==> src/rtl/elastic_reg_pipe.sv <==
// rtl/elastic_reg_pipe.sv - elastic valid/ready register pipeline with clock enable, flush and bubble collapse
// Optional occupancy counter and port: define ELASTIC_REG_PIPE_OCCUPANCY_EN.
module elastic_reg_pipe #(
    parameter int               WIDTH     = 8,
    parameter int               DEPTH     = 2,
    parameter logic [WIDTH-1:0] RESET_VAL = '0
) (
    input  logic             clk,
    input  logic             rst_n,
    input  logic             ce,
    input  logic             flush,
    input  logic             s_valid,
    output logic             s_ready,
    input  logic [WIDTH-1:0] s_data,
    output logic             m_valid,
    input  logic             m_ready,
    output logic [WIDTH-1:0] m_data
`ifdef ELASTIC_REG_PIPE_OCCUPANCY_EN
    ,
    output logic [$clog2(DEPTH+1)-1:0] occupancy
`endif
);

    logic [DEPTH-1:0] v;
    logic [WIDTH-1:0] d [DEPTH];
    logic [DEPTH-1:0] adv;
    logic [DEPTH-1:0] vin;
    logic [WIDTH-1:0] din [DEPTH];
    logic             adv_acc;

    // A stage may load when it is empty or everything downstream of it moves.
    always_comb begin
        adv     = '0;
        adv_acc = m_ready;
        for (int k = DEPTH - 1; k >= 0; k--) begin
            adv_acc = adv_acc | ~v[k];
            adv[k]  = adv_acc;
        end
    end

    always_comb begin
        vin    = '0;
        vin[0] = s_valid;
        din[0] = s_data;
        for (int k = 1; k < DEPTH; k++) begin
            vin[k] = v[k-1];
            din[k] = d[k-1];
        end
    end

    assign s_ready = ce & ~flush & adv[0];
    assign m_valid = ce & ~flush & v[DEPTH-1];
    assign m_data  = d[DEPTH-1];

    always_ff @(posedge clk) begin
        if (!rst_n) begin
            v <= '0;
            for (int k = 0; k < DEPTH; k++) begin
                d[k] <= RESET_VAL;
            end
        end else if (flush) begin
            v <= '0;
        end else if (ce) begin
            for (int k = 0; k < DEPTH; k++) begin
                if (adv[k]) begin
                    v[k] <= vin[k];
                    // Data only moves with a real word so bubbles leave registers untouched.
                    if (vin[k]) begin
                        d[k] <= din[k];
                    end
                end
            end
        end
    end

`ifdef ELASTIC_REG_PIPE_OCCUPANCY_EN
    localparam int OCC_W = $clog2(DEPTH + 1);

    logic [OCC_W-1:0] occ;
    logic             in_xfer;
    logic             out_xfer;

    assign in_xfer   = s_valid & s_ready;
    assign out_xfer  = m_valid & m_ready;
    assign occupancy = occ;

    always_ff @(posedge clk) begin
        if (!rst_n || flush) begin
            occ <= '0;
        end else if (in_xfer && !out_xfer) begin
            occ <= occ + OCC_W'(1);
        end else if (out_xfer && !in_xfer) begin
            occ <= occ - OCC_W'(1);
        end
    end
`endif

endmodule
==> config.mk <==
export PLATFORM = sky130hd
export DESIGN_NAME = elastic_reg_pipe
export DESIGN_NICKNAME = d
export VERILOG_FILES = /design/src/rtl/elastic_reg_pipe.sv
export SDC_FILE = /design/constraint.sdc
export NUM_CORES = 1
export LEC_CHECK = 0
export ABC_AREA = 1
export CAP_MARGIN = 20
export CORE_MARGIN = 2
export CORE_UTILIZATION = 50
export CTS_CLUSTER_SIZE = 25
export DETAILED_ROUTE_END_ITERATION = 12
export GPL_ROUTABILITY_DRIVEN = 0
export PLACE_DENSITY = 0.9
export REMOVE_ABC_BUFFERS = 1
export SYNTH_ARGS = -nofsm -noshare
export SYNTH_HDL_FRONTEND = slang
export SYNTH_SLANG_ARGS = --single-unit
==> constraint.sdc <==
create_clock -name clk -period 2.94 [get_ports clk]
set_clock_uncertainty 0.15 [all_clocks]
set_input_delay 0.588 -clock clk [delete_from_list [all_inputs] [get_ports clk]]
set_output_delay 0.588 -clock clk [all_outputs]
set_load 0.02 [all_outputs]
==> results.ini <==
[floorplanning]
num_rows=15
ios=24
dieArea_sq_um=2180
core_sq_um=1730
die_w_um=46.7
start_util_pct=52.8
die_y_um=46.7

[routing]
routedWlPerCell_um=11.7
drc=0
dr_wl_met2_um=768
dr.first_iter.drc_count=7
vias=595
vias_per_cell=4.76
dr.max_layer_used=met4
drt-met1-wl_um=607
met3_length_um=52
ant_nets=0
drt-pass1-iter-count=4
routed_wl_um=1460

[global_route]
grtUsageTotal_pct=16.2
grt_max_degree=18
grt_overflow_total=0
grt_pass1_wl_um=2430
first_global_vias=570
antenna_found_initial=0

[worst_setup_path]
start_kind=primary input
rr_worst_depth=5
reg2reg_slack_ns=1.45
cp-endpoint=s_ready
startpoint=flush
crit_type=in -> out
crit_required_ns=2.20
critical_path.max_fanout=3
r2r-end=d[0][0]$_SDFFCE_PN0P_
critPathArrivalTime_ns=2.06
timing.rr.start=v[0]$_SDFFE_PP0P_
crit_path_end_kind=output pin

[timing]
finalHoldViolCount=0
finalSetupViolations=0
period_share_pct=95.3
slew_violations=0
worst_slack_ns=0.138
max_slew_margin_pct=77.7
rsz0062_at_grt=false
fin_crit_ns=2.80
fin_setup_tns_ns=0
fmax_mhz=357
timing.hold.ws_ns=0.387
worst-slew-pin-transition_ns=0.334

[clocking]
clk_pin_slew_ns=0.10
post_cts_buffers=0
clk_latency_ns=0.29
cts_root_buf=clkbuf_4
cts_tree=built
holdBufCountCts=0
post_cts_resized=0
cts_max_path_buffers=2
numCtsBuffers=3
htree_levels=1
clock_sinks=18

[yosys]
synth.distinct_cells=14
syn_area_sq_um=912
netlist_top_cells_area=edfxtp_1 53%, a21oi_2 7.7%, inv_1 7.4%
synth-seq-area-share_pct=57.1
yosys_warnings=0
synth_largest_area_cell=edfxtp_1
avgSynthCellArea_sq_um=11.3
syn_inst=81
synth_top_area_share_pct=52.7
ys_seq_elements=18

[power]
ir_drop_uv=192
total_leakage_power_nw=0.445
p_per_area_nw_per_um2=428

[layout]
final_common_cell=clkdlybuf4s50_1
fin_util_pct=65.6
n_fill_cell=131
layout_common_cells=23 x clkdlybuf4s50_1, 18 x inv_1, 16 x edfxtp_1, 9 x nand2_1
antennaDiodeCount=0
area_delta_synth_final_pct=24.1
layout.nets=115
drive_gt1_share_pct=19.0

[status]
status=finished, final reports clean

[placement]
place_hpwl_um=1110
place_ws_ns=0.153
portBuffers=23

[flow_run]
cap_violations=0

[min_path]
hp-class=reg -> reg

-- worst max-delay path: stages --
cell	delay (ns)
clkdlybuf4s50_1	0.52
nor2_4	0.18
nand2_1	0.07
inv_1	0.08
clkdlybuf4s50_1	0.62
-- Yosys cell counts, drive strengths merged --
master and count:
inv 20, a21oi 16, edfxtp 16, buf 10, nand2 9, dfxtp 2, nand3 2, nand4 2
nor2 2, a21boi 1, nor3b 1
-- flip-flops by register name, indices dropped and copies added, names as in the netlist --
register and cells:
v 2, d 16
-- worst min-delay path by stage --
stage                            startpoint           endpoint  slack, ns  cells after the start
after detailed placement  v[1]$_SDFFE_PP0P_  v[1]$_SDFFE_PP0P_       0.37                      2
after floorplan           v[1]$_SDFFE_PP0P_  v[1]$_SDFFE_PP0P_       0.32                      2
after global placement    v[1]$_SDFFE_PP0P_  v[1]$_SDFFE_PP0P_       0.34                      2
after CTS                 v[1]$_SDFFE_PP0P_  v[1]$_SDFFE_PP0P_       0.38                      2
after global routing      v[1]$_SDFFE_PP0P_  v[1]$_SDFFE_PP0P_       0.41                      2
final                     v[1]$_SDFFE_PP0P_  v[1]$_SDFFE_PP0P_       0.39                      2
-- layout make-up --
| type | instances | area [sq um] | area share [%] |
|---|---|---|---|
| timing repair buffer | 25 | 245 | 21.7 |
| clock inverter | 1 | 3.75 | 0.331 |
| multi-input combinational | 33 | 234 | 20.7 |
| sequential | 18 | 520 | 46.0 |
| tap | 25 | 31.3 | 2.76 |
| clock buffer | 3 | 22.5 | 1.99 |
| inverter | 20 | 75.1 | 6.63 |
-- kinds of logic (layout without fill, tap and decap cells) --
group	Yosys count	count (layout)	share of synthesized area, %
flops	18	18	57.1
compound gates	17	17	12.9
buf+inv	30	49	17.3
simple gates	16	16	12.8
-- power by group --
part	switching (mW)	internal [mW]	total, mW	leakage (nW)
sequential	0.00362	0.290	0.294	0.183
clock	0.0777	0.0494	0.127	0.0154
combinational	0.0323	0.0316	0.0638	0.247
total	0.114	0.371	0.485	0.445
-- stage by stage --
stage,cell area [sq um],std cells,power [mW]
after detailed placement,1110,121,0.364
after floorplan,830,71,0.327
after global routing,1130,125,0.503
after CTS,1130,125,0.485
final,1130,125,0.485
after global placement,1110,121,0.361
-- routing by layer --
metal	vias to the layer above	track usage (%)
li1	293	-
met1	278	18.3
met2	20	29.4
met3	4	1.18
met4	0	10.0
met5	-	0
Power figures use the tool's default switching activity.
